$ cat config.mk
export PLATFORM = sky130hd
export DESIGN_NAME = partition_sweep_ctrl
export DESIGN_NICKNAME = d
export VERILOG_FILES = /design/src/rtl/partition_sweep_ctrl.sv
export SDC_FILE = /design/constraint.sdc
export NUM_CORES = 1
export LEC_CHECK = 0
export ABC_AREA = 1
export ABC_CLOCK_PERIOD_IN_PS = 2100
export CORE_MARGIN = 3
export CORE_UTILIZATION = 50
export DETAILED_ROUTE_END_ITERATION = 8
export PLACE_DENSITY = 0.84
export REMOVE_ABC_BUFFERS = 1
export SYNTH_ARGS = -nofsm -noshare
export SYNTH_HDL_FRONTEND = slang
export SYNTH_SLANG_ARGS = --single-unit
$ cat constraint.sdc
create_clock -name clk -period 2.1 [get_ports clk]
set_input_delay 0.315 -clock clk [delete_from_list [all_inputs] [get_ports clk]]
set_output_delay 0.315 -clock clk [all_outputs]
set_load 0.05 [all_outputs]
$ cat src/rtl/partition_sweep_ctrl.sv
// partition_sweep_ctrl: exhaustive input sweep of one combinational partition.
// Drives exact and approximate copies in lockstep and accumulates the
// mismatch count, Hamming-distance sum, worst Hamming distance and the
// first failing vector.
module partition_sweep_ctrl #(
   parameter int unsigned NI     = 7,
   parameter int unsigned NO     = 4,
   parameter int unsigned SETTLE = 1
) (
   input  logic                            clk,
   input  logic                            rst_n,
   input  logic                            start,
   input  logic                            abort,
   output logic [NI-1:0]                   pi,
   input  logic [NO-1:0]                   po_exact,
   input  logic [NO-1:0]                   po_approx,
   output logic                            busy,
   output logic                            done,
   output logic                            results_valid,
   output logic [NI:0]                     mismatch_cnt,
   output logic [NI+$clog2(NO+1)-1:0]      hd_sum,
   output logic [$clog2(NO+1)-1:0]         max_hd,
   output logic [NI-1:0]                   first_err_vec,
   output logic                            first_err_valid
);

   localparam int unsigned MW = $clog2(NO + 1);
   localparam int unsigned CW = NI + 1;
   localparam int unsigned HW = NI + MW;
   localparam int unsigned SW = (SETTLE > 1) ? $clog2(SETTLE) : 1;
   localparam logic [NI-1:0] LAST_VEC = {NI{1'b1}};
   localparam logic [SW-1:0] LAST_CNT = SW'(SETTLE - 1);

   typedef enum logic [1:0] {
      S_IDLE   = 2'd0,
      S_SETTLE = 2'd1,
      S_SAMPLE = 2'd2,
      S_DONE   = 2'd3
   } state_t;

   state_t          r_state;
   state_t          w_next;
   logic [SW-1:0]   r_cnt;
   logic [NI-1:0]   r_pi;
   logic            r_busy;
   logic            r_done;
   logic            r_results_valid;
   logic [CW-1:0]   r_mismatch_cnt;
   logic [HW-1:0]   r_hd_sum;
   logic [MW-1:0]   r_max_hd;
   logic [NI-1:0]   r_first_err_vec;
   logic            r_first_err_valid;
   logic [NO-1:0]   w_diff;
   logic [MW-1:0]   w_hd;

   // Per-vector difference and its Hamming weight
   always_comb begin
      w_diff = po_exact ^ po_approx;
      w_hd   = '0;
      for (int i = 0; i < int'(NO); i++) begin
         w_hd = w_hd + MW'(w_diff[i]);
      end
   end

   // State register
   always_ff @(posedge clk or negedge rst_n) begin
      if (!rst_n) r_state <= S_IDLE;
      else        r_state <= w_next;
   end

   // Next-state logic; abort beats the last-vector transition to DONE
   always_comb begin
      w_next = r_state;
      case (r_state)
         S_IDLE:   if (start) w_next = S_SETTLE;
         S_SETTLE: begin
            if (abort)                 w_next = S_IDLE;
            else if (r_cnt == LAST_CNT) w_next = S_SAMPLE;
         end
         S_SAMPLE: begin
            if (abort)                 w_next = S_IDLE;
            else if (r_pi == LAST_VEC) w_next = S_DONE;
            else                       w_next = S_SETTLE;
         end
         S_DONE:   w_next = S_IDLE;
         default:  w_next = S_IDLE;
      endcase
   end

   // Vector counter, settle timer, status flags and metric accumulators
   always_ff @(posedge clk or negedge rst_n) begin
      if (!rst_n) begin
         r_cnt             <= '0;
         r_pi              <= '0;
         r_busy            <= 1'b0;
         r_done            <= 1'b0;
         r_results_valid   <= 1'b0;
         r_mismatch_cnt    <= '0;
         r_hd_sum          <= '0;
         r_max_hd          <= '0;
         r_first_err_vec   <= '0;
         r_first_err_valid <= 1'b0;
      end else begin
         r_busy <= (w_next == S_SETTLE) || (w_next == S_SAMPLE);
         r_done <= (w_next == S_DONE);
         case (r_state)
            S_IDLE: begin
               if (start) begin
                  r_cnt             <= '0;
                  r_pi              <= '0;
                  r_results_valid   <= 1'b0;
                  r_mismatch_cnt    <= '0;
                  r_hd_sum          <= '0;
                  r_max_hd          <= '0;
                  r_first_err_vec   <= '0;
                  r_first_err_valid <= 1'b0;
               end
            end
            S_SETTLE: begin
               if (!abort) begin
                  if (r_cnt == LAST_CNT) r_cnt <= '0;
                  else                   r_cnt <= r_cnt + SW'(1);
               end
            end
            S_SAMPLE: begin
               if (!abort) begin
                  if (w_diff != '0) begin
                     r_mismatch_cnt <= r_mismatch_cnt + CW'(1);
                     r_hd_sum       <= r_hd_sum + HW'(w_hd);
                     if (w_hd > r_max_hd) r_max_hd <= w_hd;
                     if (!r_first_err_valid) begin
                        r_first_err_vec   <= r_pi;
                        r_first_err_valid <= 1'b1;
                     end
                  end
                  if (r_pi == LAST_VEC) r_results_valid <= 1'b1;
                  else                  r_pi <= r_pi + NI'(1);
               end
            end
            default: ;
         endcase
      end
   end

   assign pi              = r_pi;
   assign busy            = r_busy;
   assign done            = r_done;
   assign results_valid   = r_results_valid;
   assign mismatch_cnt    = r_mismatch_cnt;
   assign hd_sum          = r_hd_sum;
   assign max_hd          = r_max_hd;
   assign first_err_vec   = r_first_err_vec;
   assign first_err_valid = r_first_err_valid;

endmodule

# Word-level counts from Yosys, hierarchy flattened
# Cells that the tools add are included.
# word_totals
in_bits	12
elab_cells	83
register_bits	42
output_inout_bits	39
# op_classes
n_mux	37
n_bitwise	1
eq_ne	15
addsub	7
reduce_logical	11
order_cmp	1
# op_table
operator	n
7-bit two-way mux	6
10-bit two-way mux	3
7-bit case mux with 2 select lines	2
8-bit two-way mux	3
10-bit case mux with 2 select lines	1
2-bit inequality test (second input constant)	8
8-bit case mux with 2 select lines	1
3-bit two-way mux	4
4-bit AND reduction	3
10-bit by 3-bit adder with 10-bit output	1
2-bit two-way mux	5
5-bit AND reduction	2
8-bit by 1-bit adder with 8-bit output (second input constant)	1
2-bit == test (second input constant)	4
2-bit case mux with 4 select lines	1
7-bit by 1-bit adder with 7-bit output (second input constant)	1
7-bit == test (second input constant)	1
1-bit two-way mux	7
1-bit case mux with 2 select lines	3
3-bit case mux with 2 select lines	1
2-bit by 1-bit == test with 1-bit output (second input constant)	2
2-bit nonzero test	2
4-bit nonzero test	1
4-bit XOR	1
8 further kinds	8

# Depth between registers and ports, before layout
# Gate-level depths: netlist of run 1.
# depth
word_depth	9
ltp_mapped	17
ltp_nobuf	17

# Worst setup path before layout of run 1
# No wires, ideal clock.
# synth_timing
kind	in2reg
startpoint	in po_approx[1]
endpoint	reg r_max_hd[2], in the netlist max_hd[2]
arrival_time_ps	2463
n_path_buf	0
setup_time_ps	120
path_slack_ps	-483
t_required_ps	1980
path_stages	15
cell_sequence	xnor2_1 > inv_1 > fa_1 > ha_1 > ha_1 > ha_1 > inv_1 > o21bai_1 > nand2_1 > o21ai_0 > nand2_1 > nand2_1 > nand2_1 > nand2_1 > nand2_1
# synth_via
elab_chain_len	8
elab_cells_between_ends	13
classes_between	add/sub (3); order compare (1); eq/ne (2); mux (4); bitwise (1); reduce/logical (2)
# synth_rtl
element	line	rtl
start, declared	16	input logic [NO-1:0] po_approx,
4-bit XOR (*)	58	w_diff = po_exact ^ po_approx;
branches (longest 7 deep; another with 2-bit by 1-bit adder with 3-bit output)	--	
end signal, assigned	130	if (w_hd > r_max_hd) r_max_hd <= w_hd;
end, declared	50	logic [MW-1:0] r_max_hd;
# Every way passes the cells marked *. The select of a mux whose other input is x is not followed.
# A chain may end at the register's enable or synchronous reset.

# Worst setup path in the final report of run 1
# layout_timing
startpoint	in po_approx[1]
endpoint	reg r_max_hd[1], in the netlist max_hd[1]
# The elaborated chain is that of the path after synthesis.

==> impl_metrics.py, run 1 <==
metrics = {
    "timing": {
        "period_share_pct": 114,
        "fin_ws_ps": -289,
        "rsz0062_at_grt": "yes",
        "fin_crit_ps": 2390,
        "worst_pin_slew_ps": 529,
        "setup_tns_ps": -2460,
        "whs_ps": 89.0,
        "slew_headroom_pct": 64.6,
        "setup_viol": 11,
        "final_max_slew_viol_count": 0,
        "skew_ps": 9.37,
        "timing.fmax_mhz": 419,
        "hold_violations": 0,
    },
    "clocking": {
        "htreeDepth": 2,
        "clock_tree.root_cell": "clkbuf_8",
        "path_clk_slew_ps": 80,
        "cts_buffer_depth": 2,
        "cts_tree": "yes",
        "clk-insertion-delay-late_ps": 300,
        "cts_sinks": 41,
        "ctsHoldBuffers": 0,
        "cts_buffers": 5,
    },
    "placed_design": {
        "portBuffers": 50,
        "dp_hpwl_um": 4020,
        "dp.cells": 395,
        "place_area_mm2": 0.00294,
        "place_congestion": 0.849,
    },
    "worst_setup_path": {
        "worstSetupEndpointType": "flop",
        "cp.arrival_ps": 2580,
        "cp-startpoint": "po_approx[1]",
        "worstPathRequired_ps": 2290,
        "start_kind": "input port",
        "r2r-start": "pi[0]",
        "reg2reg_setup_slack_ps": 220,
        "critPathMaxFanout": 4,
        "critPathKind": "input port to flop",
    },
    "pwr": {
        "seq_power_share_pct": 32.9,
        "p_clk_share_pct": 22.5,
        "combPwrFrac_pct": 44.6,
        "switchingPower_w": 0.00119,
        "peakVddDrop_v": 0.000508,
        "internal_power_w": 0.00178,
        "pwr_density_cell_mw_per_mm2": 902,
        "p_leak_nw": 1.51,
        "swShare_pct": 40.1,
    },
    "final_layout": {
        "drive_above_1_share_pct": 22.4,
        "layout.nets": 381,
        "n_antenna_cell": 0,
        "layout_commonest_cell": "nand2_1",
        "fin_area_mm2": 0.00329,
        "fin_util_pct": 78.4,
        "multiInputGateArea_mm2": 0.00126,
        "fillers": 242,
        "stdcell_count": 407,
        "areaGrowthSynthToFinish_pct": 44.1,
        "seqCellArea_mm2": 0.00103,
        "most-common-layout-cells": "68 x nand2_1, 43 x clkdlybuf4s50_1, 41 x dfrtp_1",
    },
    "floorplanning": {
        "die_h_um": 73.6,
        "dieArea_mm2": 0.00542,
        "rows": 23,
        "die_w_um": 73.6,
        "core_mm2": 0.00420,
        "io_pins": 51,
        "initial_utilization_pct": 54.4,
    },
    "logic_synthesis": {
        "synth_top_area_share_pct": 44.9,
        "synth_cell_type_count": 26,
        "yosysSeqAreaShare_pct": 44.9,
        "synth.area.top_cells": "dfrtp_1 45%, nand2_1 13%, inv_1 6.6%, ha_1 6.0%, o21ai_0 5.0%",
        "ys_ff_latch": 41,
        "avgSynthCellArea_um2": 8.07,
        "synth_cells": 283,
        "synth_top_cell_by_area": "dfrtp_1",
        "synth_warnings": 0,
        "syn-cell-area_mm2": 0.00228,
    },
    "outcome": {
        "violations": "setup timing",
        "status": "finished with violations",
    },
    "global_route": {
        "antenna_found_initial": 0,
        "gr-usage-met3_pct": 4.10,
        "top_usage_layer": "met2",
        "grt.overflow.total": 0,
        "grt_util_met1_pct": 28.4,
        "grtUsageMet2_pct": 39.8,
        "grt_pass1_wl_um": 9500,
        "grt.total_usage_pct": 22.8,
        "first_global_vias": 2099,
        "grt_max_degree": 42,
    },
    "route": {
        "routed_wl_um": 6170,
        "num_vias": 2187,
        "ant_nets": 0,
        "wl_per_cell_um": 15.2,
        "routed_via_density": 5.37,
        "drt_first_pass_iters": 4,
        "drc": 0,
        "drt_iter0_drc": 158,
    },
    "run": {
        "maxCapViolCount": 0,
    },
    "min_path": {
        "hold_path_class": "input port to asynchronous set/reset pin",
    },
}
-- cells in the mapped netlist --
cell type,number
o21ai_0,23
xor2_1,7
nand3_2,1
buf_6,2
inv_1,40
clkinv_4,1
o21bai_1,1
dfrtp_1,41
nor3_1,6
fa_1,2
ha_1,11
o22ai_1,4
buf_2,2
nor2_1,16
nand2_4,1
nor2_4,1
a21oi_1,5
o21ai_4,1
or2_2,1
inv_2,1
nand4_1,4
nand2_1,81
o21ai_1,1
nand2_2,3
nand3_1,22
xnor2_1,5
-- power groups by stage --
| stage | Sequential [W] | Combinational, W | Clock (W) |
|---|---|---|---|
| CTS | 0.000968 | 0.00118 | 0.000673 |
| floorplan | 0.00123 | 0.000402 | 0 |
| global placement | 0.000970 | 0.00107 | 0 |
| finish | 0.000977 | 0.00132 | 0.000667 |
| global route | 0.000989 | 0.00142 | 0.000704 |
| detailed placement | 0.000975 | 0.00110 | 0 |
-- registers in the layout, summed over array words and instances (netlist names) --
register	cells
hd_sum	10
mismatch_cnt	8
first_err_vec	7
pi	7
max_hd	3
r_state	2
busy	1
done	1
first_err_valid	1
results_valid	1
-- routing by layer --
layer / vias up / routed length [um]
li1: 1039 / -
met1: 1040 / 2490
met2: 92 / 3210
met3: 16 / 332
met4: 0 / 135
met5: - / 0
-- worst paths after layout --
check | end | cells after the start
worst max-delay path | max_hd[1] | 16
worst min-delay path | mismatch_cnt[4] | 2
min in group clk | first_err_vec[2] | 2
worst min register to register | first_err_vec[2] | 2
worst max register to register | busy | 8
max in group asynchronous | hd_sum[4] | 2
-- kinds of logic after synthesis --
kind of cell	count (synthesis)	synth area share [%]
buffers and inverters	46	8.54
XOR/XNOR	12	4.60
adder cells (fa/ha/maj)	13	7.78
AO/OA/AOI/OAI	35	8.49
flip-flops	41	44.9
AND/OR/NAND/NOR	136	25.7
-- layout make-up --
| class | instances | share of cell area [%] |
|---|---|---|
| Inverter | 42 | 4.94 |
| Tap cell | 50 | 1.90 |
| Multi-Input combinational cell | 196 | 38.2 |
| Sequential cell | 41 | 31.2 |
| Timing Repair Buffer | 70 | 20.2 |
| Clock buffer | 6 | 2.51 |
| Clock inverter | 2 | 1.14 |
-- per-stage QoR --
step,worst slack (ps),power [W]
after floorplan,-485,0.00164
after global placement,-1030,0.00204
after detailed placement,-1140,0.00207
after CTS,-186,0.00282
after global routing,-368,0.00311
final,-289,0.00297
-- critical path, stage by stage --
cell and delay (ps):
buf_8 100, xnor2_4 160, inv_2 50, fa_1 560, ha_4 160, ha_4 210, ha_4 270, inv_2 30
o21bai_1 140, nand2_1 100, o21ai_2 90, nand2_1 90, nand2_2 100, nand2_2 80, nand2_1 60, nand2_1 50
-- repair_timing --
item	in CTS	in global routing
gates resized for setup	53	27
setup buffers	1	3
endpoints found under the setup margin	12	12
pin swaps	17	25
(Power assumes the default switching activity.)
==> run 2: changes to the inputs <==
ABC_CLOCK_PERIOD_IN_PS = not set   (was 2100)
CORE_UTILIZATION = 45   (was 50)
PLACE_DENSITY = 0.8   (was 0.84)
clock period = 2.08 ns   (was 2.1 ns; I/O delays follow)
==> run 2 against run 1 <==
  * The flow still finishes with violations (setup timing)
  * Flip-flop and latch count did not move
  * Hold slack got worse by 18 ps
  * Global-route usage fell by 1.7 points
  * Clock power rose by 14%
  * Sequential share of layout area barely moved
  * Via count fell by 1.3%
  * Combinational power barely moved
  * Total power rose by 2.2%
  * Critical path depth fell by 2
  * Critical path type unchanged
  * Critical endpoint is now hd_sum[8]
  * Highest routed layer unchanged
==> impl_metrics.py, run 2 (synthesis gave the netlist of run 1 again) <==
metrics = {
    "clocking": {
        "clk-insertion-delay-late_ps": 290,
        "htreeDepth": 2,
        "ctsHoldBuffers": 0,
        "cts_tree": "yes",
        "cts_buffer_depth": 2,
        "cts_buffers": 5,
        "path_clk_slew_ps": 80,
        "clock_tree.root_cell": "clkbuf_8",
        "cts_sinks": 41,
    },
    "final_layout": {
        "layout.nets": 379,
        "fin_area_mm2": 0.00329,
        "layout_commonest_cell": "nand2_1",
        "largest_register_ffs": 10,
        "n_antenna_cell": 0,
        "areaGrowthSynthToFinish_pct": 44.0,
        "stdcell_count": 422,
        "drive_above_1_share_pct": 20.6,
        "most-common-layout-cells": "69 x nand2_1, 43 x clkdlybuf4s50_1, 41 x dfrtp_1",
    },
    "pwr": {
        "pwr_density_cell_mw_per_mm2": 923,
        "p_leak_nw": 1.49,
        "peakVddDrop_v": 0.000606,
        "finalPower_w": 0.00304,
    },
    "placed_design": {
        "dp_hpwl_um": 4070,
        "place_area_mm2": 0.00296,
        "place_congestion": 0.808,
        "dp.cells": 410,
        "portBuffers": 50,
    },
    "route": {
        "routed_via_density": 5.11,
        "routed_wl_um": 6010,
        "num_vias": 2158,
        "drt_first_pass_iters": 5,
        "wl_per_cell_um": 14.2,
        "drt_iter0_drc": 156,
        "drc": 0,
        "ant_nets": 0,
    },
    "worst_setup_path": {
        "cp.arrival_ps": 2590,
        "worstPathRequired_ps": 2270,
        "reg2reg_setup_slack_ps": 300,
        "timing.rr.end": "pi[0]",
        "r2r-start": "pi[0]",
        "start_kind": "input port",
        "cp-startpoint": "po_exact[1]",
        "critPathKind": "input port to flop",
        "reg2reg_depth": 8,
        "critPathMaxFanout": 5,
        "worstSetupEndpointType": "flop",
    },
    "floorplanning": {
        "initial_utilization_pct": 47.4,
        "rows": 25,
        "io_pins": 51,
        "die_h_um": 77.3,
        "core_mm2": 0.00482,
        "dieArea_mm2": 0.00597,
        "die_w_um": 77.3,
    },
    "timing": {
        "whs_ps": 71.1,
        "timing.fmax_mhz": 416,
        "skew_ps": 3.54,
        "period_share_pct": 116,
        "setup_viol": 12,
        "fin_ws_ps": -324,
        "final_max_slew_viol_count": 0,
        "setup_tns_ps": -2460,
        "fin_crit_ps": 2400,
        "slew_headroom_pct": 64.3,
        "rsz0062_at_grt": "yes",
        "worst_pin_slew_ps": 535,
        "hold_violations": 0,
    },
    "global_route": {
        "grt.total_usage_pct": 21.2,
        "grt_pass1_wl_um": 10300,
        "grt_max_degree": 42,
        "first_global_vias": 2234,
        "antenna_found_initial": 0,
        "grt.overflow.total": 0,
    },
    "run": {
        "maxCapViolCount": 0,
    },
    "outcome": {
        "violations": "setup timing",
        "status": "finished with violations",
    },
    "min_path": {
        "hold_path_class": "input port to asynchronous set/reset pin",
    },
}
run 2: what timing repair did:
item / 4_1_cts / 5_1_grt
gates resized for setup: 67 / 5
pin swaps: 23 / 11
cloned: 0 / 0
endpoints found under the setup margin: 12 / 11
buffers inserted: 3 / 1
run 2: power by group:
group | internal [W] | total [W] | switching (W)
registers | 0.000884 | 0.000978 | 0.0000948
logic | 0.000507 | 0.00130 | 0.000790
clock network | 0.000477 | 0.000760 | 0.000283
total | 0.00187 | 0.00304 | 0.00117
run 2: how the worst max path moves through the flow:
| stage | to | depth (start not counted) | slack (ps) |
|---|---|---|---|
| 5_1_grt | max_hd[1] | 16 | -370 |
| 4_1_cts | max_hd[1] | 16 | -230 |
| 3_3_place_gp | max_hd[1] | 15 | -1030 |
| 3_5_place_dp | hd_sum[9] | 16 | -1160 |
| 6_report | hd_sum[8] | 14 | -320 |
| 2_1_floorplan | max_hd[2] | 15 | -500 |
run 2: final cells by class:
type / instances / area [um^2]
clock inverters: 3 / 65.1
flip-flops and latches: 41 / 1030
repair buffers: 68 / 662
inverters: 42 / 163
fillers: 378 / 1530
multi-input cells: 196 / 1220
clock buffers: 5 / 68.8
well taps: 67 / 83.8
run 2: worst max-delay path, stage by stage:
cell     delay (ps)
buf_8           100
xnor2_4         170
inv_2            50
fa_1            500
ha_4            200
ha_4            240
buf_4           140
fa_2            380
nand2_2          90
nand2_4          80
nand4_1         120
nand2_1          70
nand3_1          80
nand2_1          60
run 2: metrics by stage:
step	setup slack, ps	util (%)
2_1_floorplan	-502	-
3_3_place_gp	-1030	61.5
3_5_place_dp	-1160	61.5
4_1_cts	-233	67.9
5_1_grt	-374	68.3
6_report	-324	68.3
run 2: layer usage:
metal  share of wire, %  up-vias  GRT usage [%]
met2                 51       73           35.8
met5                  0        -              0
met1                 43     1038           27.3
met4                1.8        0           8.72
met3                4.1       12           2.82
li1                   -     1035              -
